--- config.mk ---
export PLATFORM = sky130hd
export DESIGN_NAME = boot_rom_arbiter_flat
export DESIGN_NICKNAME = d
export VERILOG_FILES = /design/src/rtl/boot_rom_pkg.sv /design/src/rtl/boot_rom_arbiter_if.sv /design/src/rtl/boot_rom_rr_arb.sv /design/src/rtl/boot_rom_arbiter.sv /design/src/flat_wrapper.sv
export SDC_FILE = /design/constraint.sdc
export NUM_CORES = 1
export LEC_CHECK = 0
export BUFFER_PORTS_ARGS = -buffer_cell sky130_fd_sc_hd__buf_4
export CELL_PAD_IN_SITES_DETAIL_PLACEMENT = 0
export CELL_PAD_IN_SITES_GLOBAL_PLACEMENT = 1
export CORE_UTILIZATION = 22
export CTS_CLUSTER_DIAMETER = 200
export DETAILED_ROUTE_END_ITERATION = 10
export GPL_TIMING_DRIVEN = 0
export HOLD_SLACK_MARGIN = 0.06
export PLACE_DENSITY_LB_ADDON = 0.1
export SLEW_MARGIN = 20
export SYNTH_ARGS = -nofsm -noshare
export SYNTH_HDL_FRONTEND = slang
export SYNTH_SLANG_ARGS = --single-unit
--- constraint.sdc ---
create_clock -name clk_i -period 3.19 [get_ports clk_i]
set_input_delay 0.638 -clock clk_i [delete_from_list [all_inputs] [get_ports clk_i]]
set_output_delay 0.638 -clock clk_i [all_outputs]
set_load 0.02 [all_outputs]
--- src/rtl/boot_rom_pkg.sv ---
// Shared defaults and helpers for the boot ROM arbiter slice.
package boot_rom_pkg;

  localparam int ROM_NUM_PORTS  = 3;
  localparam int ROM_ADDR_WIDTH = 11;
  localparam int ROM_DATA_WIDTH = 32;

  // Width of a port index; a single-port build still gets one bit.
  function automatic int idx_width(input int num_ports);
    return (num_ports > 1) ? $clog2(num_ports) : 1;
  endfunction

endpackage

--- src/rtl/boot_rom_arbiter_if.sv ---
// Requester-side req/gnt/rvalid bus shared by all boot ROM requesters.
interface boot_rom_arbiter_if
  import boot_rom_pkg::*;
#(
  parameter int NUM_PORTS  = ROM_NUM_PORTS,
  parameter int DATA_WIDTH = ROM_DATA_WIDTH
);

  logic [NUM_PORTS-1:0]        req;
  logic [NUM_PORTS-1:0][31:0]  addr;
  logic [NUM_PORTS-1:0]        gnt;
  logic [NUM_PORTS-1:0]        rvalid;
  logic [DATA_WIDTH-1:0]       rdata;

  modport master (output req, addr, input gnt, rvalid, rdata);
  modport slave  (input req, addr, output gnt, rvalid, rdata);

endinterface

--- src/rtl/boot_rom_rr_arb.sv ---
// Combinational round-robin search: first asserted request at or after rr_ptr wins.
module boot_rom_rr_arb
  import boot_rom_pkg::*;
#(
  parameter int NUM_PORTS = ROM_NUM_PORTS,
  parameter int IDX_W     = idx_width(ROM_NUM_PORTS)
) (
  input  logic [NUM_PORTS-1:0] req,
  input  logic [IDX_W-1:0]     rr_ptr,
  output logic [NUM_PORTS-1:0] gnt,
  output logic [IDX_W-1:0]     winner,
  output logic                 any_gnt
);

  // Walk the ports once starting at rr_ptr; each index is visited exactly once.
  always_comb begin
    int   idx;
    logic take;
    gnt     = '0;
    winner  = '0;
    any_gnt = 1'b0;
    idx     = 0;
    take    = 1'b0;
    for (int k = 0; k < NUM_PORTS; k++) begin
      idx      = (int'(rr_ptr) + k) % NUM_PORTS;
      take     = req[idx] & ~any_gnt;
      gnt[idx] = take;
      winner   = take ? IDX_W'(idx) : winner;
      any_gnt  = any_gnt | take;
    end
  end

endmodule

--- src/rtl/boot_rom_arbiter.sv ---
// Shares a single-port boot ROM macro between NUM_PORTS word-read requesters
// with round-robin arbitration and one grant per cycle.
module boot_rom_arbiter
  import boot_rom_pkg::*;
#(
  parameter int NUM_PORTS  = ROM_NUM_PORTS,
  parameter int ADDR_WIDTH = ROM_ADDR_WIDTH,
  parameter int DATA_WIDTH = ROM_DATA_WIDTH,
  parameter bit OUT_REG    = 1'b0
) (
  input  logic                  clk_i,
  input  logic                  rst_ni,
  boot_rom_arbiter_if.slave     bus,
  output logic                  rom_cen_o,
  output logic [ADDR_WIDTH-1:0] rom_a_o,
  input  logic [DATA_WIDTH-1:0] rom_q_i
);

  localparam int IDX_W = idx_width(NUM_PORTS);
  typedef logic [IDX_W-1:0] port_idx_t;

  logic                  en_r;
  port_idx_t             rr_ptr_r;
  port_idx_t             rr_next_s;
  port_idx_t             winner_s;
  port_idx_t             rsp_id_r;
  logic                  rsp_valid_r;
  logic [NUM_PORTS-1:0]  req_s;
  logic [NUM_PORTS-1:0]  gnt_s;
  logic [NUM_PORTS-1:0]  rvalid_s;
  logic                  any_gnt_s;
  logic [ADDR_WIDTH-1:0] a_sel_s;
  logic [ADDR_WIDTH-1:0] a_hold_r;
  logic                  unused_addr_bits_s;

  // Byte offset and bits above the ROM range are deliberately dropped.
  assign unused_addr_bits_s = ^bus.addr;

  assign req_s = en_r ? bus.req : '0;

  boot_rom_rr_arb #(
    .NUM_PORTS (NUM_PORTS),
    .IDX_W     (IDX_W)
  ) u_rr_arb (
    .req     (req_s),
    .rr_ptr  (rr_ptr_r),
    .gnt     (gnt_s),
    .winner  (winner_s),
    .any_gnt (any_gnt_s)
  );

  assign bus.gnt = gnt_s;

  // ROM drive: the address holds its last granted value while idle.
  always_comb begin
    a_sel_s   = bus.addr[winner_s][ADDR_WIDTH+1:2];
    rom_cen_o = ~any_gnt_s;
    rom_a_o   = any_gnt_s ? a_sel_s : a_hold_r;
    rr_next_s = port_idx_t'((int'(winner_s) + 1) % NUM_PORTS);
  end

  // Enable, fairness pointer and address hold.
  always_ff @(posedge clk_i or negedge rst_ni) begin
    if (!rst_ni) begin
      en_r     <= 1'b0;
      rr_ptr_r <= '0;
      a_hold_r <= '0;
    end else begin
      en_r     <= 1'b1;
      rr_ptr_r <= any_gnt_s ? rr_next_s : rr_ptr_r;
      a_hold_r <= rom_a_o;
    end
  end

  // Tracks which port owns the read whose data appears on rom_q_i next cycle.
  always_ff @(posedge clk_i or negedge rst_ni) begin
    if (!rst_ni) begin
      rsp_valid_r <= 1'b0;
      rsp_id_r    <= '0;
    end else begin
      rsp_valid_r <= any_gnt_s;
      rsp_id_r    <= any_gnt_s ? winner_s : rsp_id_r;
    end
  end

  // Decode the owning port into a one-hot valid pulse.
  always_comb begin
    rvalid_s           = '0;
    rvalid_s[rsp_id_r] = rsp_valid_r;
  end

  if (OUT_REG) begin : g_out_reg
    logic [NUM_PORTS-1:0]  rvalid_r;
    logic [DATA_WIDTH-1:0] rdata_r;

    // Output stage; data only updates when a response is delivered.
    always_ff @(posedge clk_i or negedge rst_ni) begin
      if (!rst_ni) begin
        rvalid_r <= '0;
        rdata_r  <= '0;
      end else begin
        rvalid_r <= rvalid_s;
        rdata_r  <= rsp_valid_r ? rom_q_i : rdata_r;
      end
    end

    assign bus.rvalid = rvalid_r;
    assign bus.rdata  = rdata_r;
  end else begin : g_out_comb
    assign bus.rvalid = rvalid_s;
    assign bus.rdata  = rom_q_i;
  end

endmodule

--- src/flat_wrapper.sv ---
// flat-port wrapper written by rule: the top's interface ports become plain ports
module boot_rom_arbiter_flat import boot_rom_pkg::*;
#(
  parameter int NUM_PORTS  = ROM_NUM_PORTS,
  parameter int ADDR_WIDTH = ROM_ADDR_WIDTH,
  parameter int DATA_WIDTH = ROM_DATA_WIDTH,
  parameter bit OUT_REG    = 1'b0
)
  (clk_i, rst_ni, rom_cen_o, rom_a_o, rom_q_i, bus_req, bus_addr, bus_gnt, bus_rvalid, bus_rdata);
  boot_rom_arbiter_if #(.NUM_PORTS(NUM_PORTS), .DATA_WIDTH(DATA_WIDTH)) bus_i ();
  input  logic clk_i;
  input  logic rst_ni;
  output logic rom_cen_o;
  output logic [ADDR_WIDTH-1:0] rom_a_o;
  input  logic [DATA_WIDTH-1:0] rom_q_i;
  input wire logic [$bits(bus_i.req)-1:0] bus_req;
  input wire logic [$bits(bus_i.addr)-1:0] bus_addr;
  output wire logic [$bits(bus_i.gnt)-1:0] bus_gnt;
  output wire logic [$bits(bus_i.rvalid)-1:0] bus_rvalid;
  output wire logic [$bits(bus_i.rdata)-1:0] bus_rdata;
  assign bus_i.req = bus_req;
  assign bus_i.addr = bus_addr;
  assign bus_gnt = bus_i.gnt;
  assign bus_rvalid = bus_i.rvalid;
  assign bus_rdata = bus_i.rdata;
  boot_rom_arbiter #(.NUM_PORTS(NUM_PORTS), .ADDR_WIDTH(ADDR_WIDTH), .DATA_WIDTH(DATA_WIDTH), .OUT_REG(OUT_REG)) u_core (.clk_i(clk_i), .rst_ni(rst_ni), .bus(bus_i), .rom_cen_o(rom_cen_o), .rom_a_o(rom_a_o), .rom_q_i(rom_q_i));
endmodule
==> results of run 1 <==
-- logic make-up (layout without fill, tap and decap cells) --
family / count (synthesis) / count (layout) / synth area share (%)
adders and majority gates: 4 / 4 / 3.16
DFF: 17 / 17 / 26.9
muxes: 4 / 4 / 3.40
and+or+nand+nor: 41 / 41 / 16.9
buffers and inverters: 59 / 162 / 23.2
other: 1 / 1 / 0.237
AOI/OAI and AO/OA: 45 / 45 / 26.3
-- synthesized netlist by cell type (3+ instances only) --
master	number	area share (%)
a21oi_1	4	1.3
a32oi_1	11	6.1
nor2b_1	3	1.2
o211ai_2	10	7.9
nand4_1	11	4.4
dfrtp_1	17	27
nand4b_1	3	1.7
inv_1	16	3.8
buf_4	35	17
buf_2	5	1.6
nand2_1	4	0.95
ha_1	4	3.2
nor2_1	4	0.95
nand2b_1	3	1.2
-- flip-flops by register name (all words and copies together) (netlist names) --
signal,count
u_core.a_hold_r,11
u_core.en_r,1
u_core.rsp_valid_r,1
u_core.rr_ptr_r,2
u_core.rsp_id_r,2
-- final cells by class --
| type | count | area [um^2] | share of cell area [%] |
|---|---|---|---|
| Multi-Input combinational cell | 95 | 1040 | 37.0 |
| Clock buffer | 3 | 41.3 | 1.46 |
| Inverter | 17 | 63.8 | 2.26 |
| Timing Repair Buffer | 101 | 811 | 28.7 |
| Sequential cell | 17 | 427 | 15.1 |
| Buffer | 40 | 312 | 11.0 |
| Clock inverter | 1 | 5.00 | 0.177 |
| Tap cell | 96 | 120 | 4.26 |
-- worst max path at each step --
stage | to | slack [ns] | cells after the start
finish | rom_a_o[7] | 0.04 | 8
global route | rom_a_o[4] | -0.05 | 9
CTS | rom_a_o[1] | 0.003 | 10
detailed placement | rom_a_o[8] | -0.003 | 10
global placement | rom_a_o[5] | -0.06 | 10
floorplan | bus_gnt[0] | 0.40 | 8
-- metal layers --
metal	GRT usage, %	vias to the layer above
met5	0	-
met4	1.36	0
met3	2.86	4
met2	20.5	87
met1	16.6	770
li1	-	806
-- stage by stage --
stage | util (%) | setup slack [ns] | cells | power (mW)
2_1_floorplan | - | 0.395 | 171 | 1.42
3_3_place_gp | 34.3 | -0.0568 | 354 | 1.97
3_5_place_dp | 34.3 | -0.00278 | 354 | 1.95
4_1_cts | 37.1 | 0.00258 | 367 | 2.32
5_1_grt | 41.1 | -0.0455 | 370 | 2.83
6_report | 41.1 | 0.0388 | 370 | 2.66
-- power groups by stage --
stage,Combinational (mW),Clock [mW],Sequential [mW]
finish,2.12,0.165,0.377
global placement,1.60,0,0.368
detailed placement,1.58,0,0.370
global route,2.26,0.178,0.388
CTS,1.78,0.171,0.364
floorplan,1.06,0,0.358
-- repair_timing --
item / CTS / global route
buffers inserted: 8 / 4
cloned: 1 / 1
pin swaps: 6 / 11
endpoints found under the setup margin: 15 / 13
gates resized for setup: 20 / 38
endpoints found under the hold margin: 0 / 0
==> results.json, run 1 <==
{
  "status": "finished, final reports clean",
  "synth_seq_cells": 17,
  "fin_crit_sh_pct": 98.8,
  "setup_viol": 0,
  "seq_power_share_pct": 14.2,
  "clock_skew_ns": 0.00496,
  "grt_start_max_net_pins": 18,
  "maxCapViolations": 0,
  "cp_max_fo": 5,
  "place.gp.congestion": 0.712,
  "slew_viol_final": 0,
  "synth_flop_cell": "dfrtp_1",
  "hold_ws_ns": 0.242,
  "leakage_nw": 1.32,
  "numPortBuffers": 87,
  "finalSetupTns_ns": 0,
  "dr_wl_met2_mm": 2.45,
  "power.density_nw_per_um2": 943,
  "worstReg2RegEnd": "u_core.rr_ptr_r[0]",
  "n_fill_cell": 694,
  "first_global_vias": 1548,
  "initial_utilization_pct": 23.0,
  "die_area_um2": 7530,
  "fp-row-count": 30,
  "cts_tree": "yes",
  "end_kind": "output port",
  "cts_buffers": 3,
  "timing.rr.start": "u_core.rr_ptr_r[1]",
  "syn_area_um2": 1580,
  "rsz0062_at_grt": "true",
  "overflow": 0,
  "critical_path.cell_chain": "ha_4 -> mux2_4 -> and2_4 -> o31a_4 -> a21bo_4 -> clkbuf_16 -> o211ai_4 -> buf_6",
  "htreeDepth": 1,
  "nets": 412,
  "ctsRootBufferMaster": "clkbuf_8",
  "synth_nets": 308,
  "r2r_cells": 7,
  "wire_per_inst_um": 13.9,
  "postSynthAreaPerCell_um2": 9.25,
  "fp.dieW_um": 86.8,
  "clkSinkCount": 17,
  "core_area_um2": 6870,
  "hold_buffers": 0,
  "r2r_slack_ns": 0.94,
  "die_h_um": 86.8,
  "final_cell_area_um2": 2820,
  "grt.total_usage_pct": 12.3,
  "crit_start": "u_core.rr_ptr_r[1]",
  "hold_violations": 0,
  "clock_path_buffers": 2,
  "ys_async_sr_fraction_pct": 100,
  "slowest_delay_ns": 0.44,
  "crit_path_top_delay_cell": "dfrtp_2",
  "grt_pass1_wl_mm": 7.39,
  "swShare_pct": 45.9,
  "internal_power_mw": 1.44,
  "p_switching_mw": 1.22,
  "max_freq_ghz": 0.317,
  "peakVddDrop_v": 0.000426,
  "routed_via_density": 4.51,
  "comb_power_share_pct": 79.6,
  "clockPowerShare_pct": 6.2,
  "drcViolationCount": 0,
  "hp-class": "input port to async pin",
  "yosysSeqAreaShare_pct": 26.9,
  "syn2layout_area_growth_pct": 78.5,
  "drt-initial-drc-count": 39,
  "drive_gt1_share_pct": 69.0,
  "ys_types": 48,
  "path_clk_slew_ns": 0.07,
  "clkLatencyLatePin_ns": 0.25,
  "postRouteAntennaNets": 0,
  "antennaDiodeCount": 0,
  "antenna_found_initial": 0,
  "firstDrtPassIters": 4,
  "drt-met1-wl_mm": 2.17,
  "required_ns": 2.55,
  "crit_family": "compound AO/OA/AOI/OAI gates",
  "via_count": 1667,
  "wl_mm": 5.13,
  "final_common_cell": "buf_4",
  "dpl-instance-area_um2": 2350,
  "ys_warn_count": 0,
  "worst-path-buf-inv": 2,
  "syn_inst": 171,
  "post-dp-hpwl_mm": 3.66,
  "io_pins": 183,
  "met3_wirelength_um": 458,
  "routed.top_layer": "met4",
  "criticalPathCategory": "flip-flop to output port",
  "cp.arrival_ns": 2.51,
  "fin_crit_ns": 3.15,
  "synth_edf_count": 0,
  "start_kind": "flip-flop",
  "mostFrequentLayoutCells": "buf_4 (123), dfrtp_1 (16), inv_1 (15)"
}
Note: power is estimated with default switching activity, not from simulation.
==> run 2: changes to the inputs <==
--- a/config.mk
+++ b/config.mk
@@ -9,5 +9,5 @@
 export CELL_PAD_IN_SITES_DETAIL_PLACEMENT = 0
 export CELL_PAD_IN_SITES_GLOBAL_PLACEMENT = 1
-export CORE_UTILIZATION = 22
+export CORE_UTILIZATION = 23
 export CTS_CLUSTER_DIAMETER = 200
 export DETAILED_ROUTE_END_ITERATION = 10
@@ -15,5 +15,4 @@
 export HOLD_SLACK_MARGIN = 0.06
 export PLACE_DENSITY_LB_ADDON = 0.1
-export SLEW_MARGIN = 20
 export SYNTH_ARGS = -nofsm -noshare
 export SYNTH_HDL_FRONTEND = slang
==> constraint.sdc (replaced) <==
create_clock -name clk_i -period 3.83 [get_ports clk_i]
set_input_delay 0.383 -clock clk_i [delete_from_list [all_inputs] [get_ports clk_i]]
set_output_delay 0.383 -clock clk_i [all_outputs]
set_load 0.02 [all_outputs]
==> run 2 against run 1 <==
  * The run now ends with DRC left
  * Largest power group unchanged
  * First-iteration DRC count increased by 41%
  * Register-to-register slack gained 0.47 ns
  * Setup slack better by 0.64 ns
  * Clock skew down 0.0025 ns
  * Critical path type unchanged
  * Final area is 15% lower
  * Critical path depth up 2
  * Die area decreased by 4.3%
  * Clock power fell by 15%
==> results.json, run 2 (synthesized netlist as in run 1, its figures left out) <==
{
  "nets": 401,
  "firstDrtPassIters": 7,
  "met3_wirelength_um": 408,
  "multi_input_area_um2": 790,
  "clkLatencyLatePin_ns": 0.25,
  "setup_viol": 0,
  "crit_path_top_delay_cell": "dfrtp_1",
  "slowest_delay_ns": 0.41,
  "drt-initial-drc-count": 55,
  "numPortBuffers": 87,
  "required_ns": 3.45,
  "hp-class": "input port to flip-flop",
  "hold_ws_ns": 0.365,
  "clock_path_buffers": 2,
  "clkSinkCount": 17,
  "critPathMostFrequentCell": "buf_4",
  "start_kind": "flip-flop",
  "place.gp.congestion": 0.716,
  "slew_headroom_pct": 59.7,
  "ctsRootBufferMaster": "clkbuf_8",
  "utilization_pct": 36.8,
  "fp.dieW_um": 84.9,
  "drive_gt1_share_pct": 57.8,
  "criticalPathCategory": "flip-flop to output port",
  "overflow": 0,
  "peakVddDrop_v": 0.000277,
  "leakage_nw": 1.21,
  "max_freq_ghz": 0.318,
  "failed_checks": "DRC",
  "path_clk_slew_ns": 0.07,
  "cts_resized": 0,
  "final_cell_area_um2": 2390,
  "tightest_slew_ns": 0.603,
  "cp_max_fo": 10,
  "fp-row-count": 29,
  "clock_skew_ns": 0.00248,
  "power.density_nw_per_um2": 727,
  "fin_crit_sh_pct": 82.2,
  "initial_utilization_pct": 24.3,
  "regMostFlops": "u_core.a_hold_r",
  "routed_via_density": 4.62,
  "grt_pass1_wl_mm": 7.39,
  "via_count": 1571,
  "rsz0062_at_grt": "false",
  "htreeDepth": 1,
  "core_area_um2": 6490,
  "first_global_vias": 1592,
  "critical_path.cell_chain": "inv_1 -> ha_1 -> buf_4 -> and4b_1 -> a211oi_1 -> o31ai_1 -> clkbuf_1 -> a32oi_1 -> o211ai_2 -> buf_4",
  "dpl-instance-area_um2": 2330,
  "worst-path-buf-inv": 4,
  "routed.top_layer": "met4",
  "end_kind": "output port",
  "maxCapViolations": 0,
  "syn2layout_area_growth_pct": 50.9,
  "wire_per_inst_um": 13.3,
  "cts_buffers": 3,
  "cts_tree": "yes",
  "cts_setup_buffers": 0,
  "cp.arrival_ns": 2.76,
  "wl_mm": 4.51,
  "grt_start_max_net_pins": 18,
  "hold_violations": 0,
  "post-dp-hpwl_mm": 3.58,
  "io_pins": 183,
  "slew_viol_final": 0,
  "final_common_cell": "buf_4",
  "fin_crit_ns": 3.15,
  "hold_buffers": 1,
  "crit_family": "buffers and inverters",
  "mostFrequentLayoutCells": "buf_4 (122), dfrtp_1 (17), inv_1 (16)",
  "postRouteAntennaNets": 0,
  "antennaDiodeCount": 0,
  "antenna_found_initial": 0,
  "drt-met1-wl_mm": 1.97,
  "grt.total_usage_pct": 12.7,
  "largest_reg_flops": 11,
  "finalSetupTns_ns": 0,
  "top_regs": "u_core.a_hold_r (11), u_core.rr_ptr_r (2), u_core.rsp_id_r (2)",
  "dr_wl_met2_mm": 2.11,
  "drcViolationCount": 9,
  "die_area_um2": 7210,
  "status": "finished, violations left",
  "seq_area_um2": 425,
  "die_h_um": 84.9,
  "n_fill_cell": 684
}
run 2: cell count changes in the layout (fill, tap and decap cells not counted), moves of 3 or more:
cell / delta
buf_6: -10
o211ai_2: +10
a32oi_2: -8
a32oi_1: +8
buf_2: +3
ha_1: +3
o211ai_4: -10
run 2: routing by layer:
metal | global-route usage (%) | vias up
met5 | 0 | -
met1 | 15.4 | 714
met4 | 3.24 | 0
met2 | 22.6 | 74
met3 | 3.11 | 2
li1 | - | 781
run 2: tightest hold or removal path: cells and delay by family:
family / cells / cell delay (ns)
buf+inv: 1 / 0.07
compound gates: 2 / 0.13
run 2: final timing paths:
path                               startpoint            endpoint  slack (ns)  cells past startpoint
max                        u_core.rr_ptr_r[0]          rom_a_o[6]        0.68                     10
min                              bus_addr[73]  u_core.a_hold_r[7]        0.37                      3
max reg2reg                u_core.rr_ptr_r[0]  u_core.a_hold_r[6]        1.41                      9
min reg2reg                u_core.a_hold_r[0]  u_core.a_hold_r[0]        0.52                      2
max in group asynchronous              rst_ni  u_core.a_hold_r[5]        3.11                      2
min in group asynchronous              rst_ni  u_core.rsp_valid_r        0.53                      2
run 2: final cells by class:
cell class,instances,area share (%)
clock buffers,3,1.73
well taps,77,4.04
flip-flops and latches,17,17.8
multi-input cells,95,33.1
clock inverters,1,0.210
repair buffers,88,27.8
inverters,17,2.67
plain buffers,42,12.7
run 2: per-stage QoR:
stage	std cells	total power, mW	setup WS, ns
6_report	340	1.74	0.683
5_1_grt	340	1.88	0.390
4_1_cts	340	1.77	0.646
3_5_place_dp	335	1.62	0.943
3_3_place_gp	335	1.63	0.906
2_1_floorplan	171	1.18	1.29
run 2: power by group:
group	switching (mW)	internal, mW
sequential	0.0365	0.268
combinational	0.726	0.566
clock	0.0675	0.0722
==> run 3: changes to the inputs <==
Settings changed: CORE_UTILIZATION 23 to 22.
Clock period 3.83 ns to 2.9 ns, I/O delays scaled along.
==> run 3 against run 2 <==
  * The flow now finishes without violations
  * Worst hold slack got worse by 0.079 ns
  * Final cell count rose by 8.8%
  * Die area rose by 4.4%
  * Register-to-register slack got worse by 0.75 ns
  * Clock power rose by 29%
  * Via count rose by 5.9%
  * Critical path depth fell by 2
  * Sequential share of layout area fell by 2.5 points
  * Routed wire length rose by 12%
  * First-iteration DRC count rose by 11%
  * Setup slack got worse by 0.58 ns
  * Sequential cell count did not move
==> results.json, run 3 (synthesized netlist as in run 1, its figures left out) <==
{
  "drcViolationCount": 0,
  "peakVddDrop_v": 0.000473,
  "fin_crit_ns": 2.80,
  "htreeDepth": 1,
  "slowest_delay_ns": 0.44,
  "end_kind": "output port",
  "antennaDiodeCount": 0,
  "io_pins": 183,
  "finalSetupTns_ns": 0,
  "numPortBuffers": 87,
  "syn2layout_area_growth_pct": 75.8,
  "place.gp.congestion": 0.712,
  "postRouteAntennaNets": 0,
  "crit_family": "flip-flops",
  "rsz0062_at_grt": "false",
  "grt_start_max_net_pins": 18,
  "worst-path-buf-inv": 2,
  "leakage_nw": 1.32,
  "fin_crit_sh_pct": 96.4,
  "cp.arrival_ns": 2.51,
  "start_kind": "flip-flop",
  "utilization_pct": 40.5,
  "crit_path_top_delay_cell": "dfrtp_1",
  "cts_tree": "yes",
  "maxCapViolations": 0,
  "fp-row-count": 30,
  "via_count": 1663,
  "status": "finished, final reports clean",
  "dpl-instance-area_um2": 2350,
  "hp-class": "input port to flip-flop",
  "final_cells": 370,
  "nets": 412,
  "n_fill_cell": 695,
  "overflow": 0,
  "hold_violations": 0,
  "power.density_nw_per_um2": 1030,
  "slew_viol_final": 0,
  "wl_mm": 5.04,
  "drt-initial-drc-count": 61,
  "regMostFlops": "u_core.a_hold_r",
  "routed_via_density": 4.49,
  "cp_max_fo": 10,
  "criticalPathCategory": "flip-flop to output port",
  "clkSinkCount": 17,
  "wire_per_inst_um": 13.6,
  "clock_skew_ns": 0.00538,
  "initial_utilization_pct": 23.0,
  "die_area_um2": 7530,
  "dp_cells": 354,
  "path_clk_slew_ns": 0.07,
  "die_h_um": 86.8,
  "required_ns": 2.61,
  "max_freq_ghz": 0.358,
  "mostFrequentLayoutCells": "buf_4 (121), dfrtp_1 (17), inv_1 (15)",
  "setup_viol": 0,
  "core_area_um2": 6870,
  "largest_reg_flops": 11,
  "post-dp-hpwl_mm": 3.66,
  "final_common_cell": "buf_4",
  "top_regs": "u_core.a_hold_r (11), u_core.rr_ptr_r (2), u_core.rsp_id_r (2)",
  "critical_path.cell_chain": "ha_4 -> mux2_2 -> and2_4 -> o31a_4 -> buf_2 -> nand4_1 -> o211ai_4 -> buf_6",
  "clock_path_buffers": 2,
  "first_global_vias": 1498,
  "fp.dieW_um": 86.8,
  "clkLatencyLatePin_ns": 0.25,
  "drive_gt1_share_pct": 67.5,
  "grt.total_usage_pct": 11.8,
  "antenna_found_initial": 0,
  "grt_pass1_wl_mm": 7.08,
  "firstDrtPassIters": 5,
  "final_cell_area_um2": 2780,
  "ctsRootBufferMaster": "clkbuf_8",
  "cts_buffers": 3
}
-- run 3: cell count changes in the layout (fill, tap and decap cells not counted), moves of 3 or more --
cell	before	now
buf_6	1	14
a32oi_1	11	4
a32oi_2	0	7
o211ai_2	10	3
o211ai_4	0	7
buf_2	5	2
-- run 3: layer usage --
layer / GRT usage (%) / vias up / routed length [um]
met5: 0 / - / 0
met4: 1.82 / 0 / 16
met3: 2.86 / 2 / 440
met1: 15.9 / 771 / 2170
li1: - / 805 / -
met2: 19.5 / 85 / 2410
-- run 3: worst min-delay path: cells and delay by family --
family | cells | cell delay [ns]
buffers and inverters | 1 | 0.08
AO/OA/AOI/OAI | 2 | 0.14
-- run 3: power by group --
group	switching [mW]	internal, mW	total [mW]
combinational	1.17	1.11	2.28
clock	0.0852	0.0953	0.181
sequential	0.0561	0.355	0.411
-- run 3: repair_timing --
action / in CTS / in global routing
hold buffers: 1 / 0
hold endpoints to repair: 17 / 0
gates cloned: 1 / 0
pin swaps: 3 / 9
resized for setup: 9 / 48
buffers inserted: 3 / 8
setup endpoints to repair: 13 / 14
-- run 3: path summary, 6_finish.rpt --
| path | cells after the start | slack (ns) | endpoint | from |
|---|---|---|---|---|
| min in group asynchronous | 2 | 0.43 | u_core.a_hold_r[3] | rst_ni |
| min | 3 | 0.29 | u_core.a_hold_r[6] | bus_addr[72] |
| max in group asynchronous | 2 | 2.26 | u_core.rr_ptr_r[0] | rst_ni |
| max reg2reg | 7 | 0.66 | u_core.a_hold_r[4] | u_core.rr_ptr_r[1] |
| min reg2reg | 2 | 0.54 | u_core.a_hold_r[6] | u_core.a_hold_r[6] |
| max | 8 | 0.10 | rom_a_o[4] | u_core.rr_ptr_r[1] |
-- run 3: final cells by class --
type / instances / area [um^2] / area share, %
buffer: 41 / 327 / 11.7
sequential: 17 / 425 / 15.3
multi-input combinational: 95 / 1000 / 36.1
timing repair buffer: 100 / 795 / 28.6
tap: 96 / 120 / 4.32
clock buffer: 3 / 41.3 / 1.49
inverter: 17 / 63.8 / 2.30
clock inverter: 1 / 5.00 / 0.180
-- run 3: stage by stage --
stage / hold WS [ns] / total power, mW / setup slack (ns)
detailed placement: 0.176 / 2.15 / 0.0552
finish: 0.286 / 2.87 / 0.105
floorplan: -0.00559 / 1.56 / 0.453
global placement: 0.178 / 2.16 / 0.00123
global route: 0.292 / 3.05 / 0.00458
CTS: 0.273 / 2.42 / 0.00883
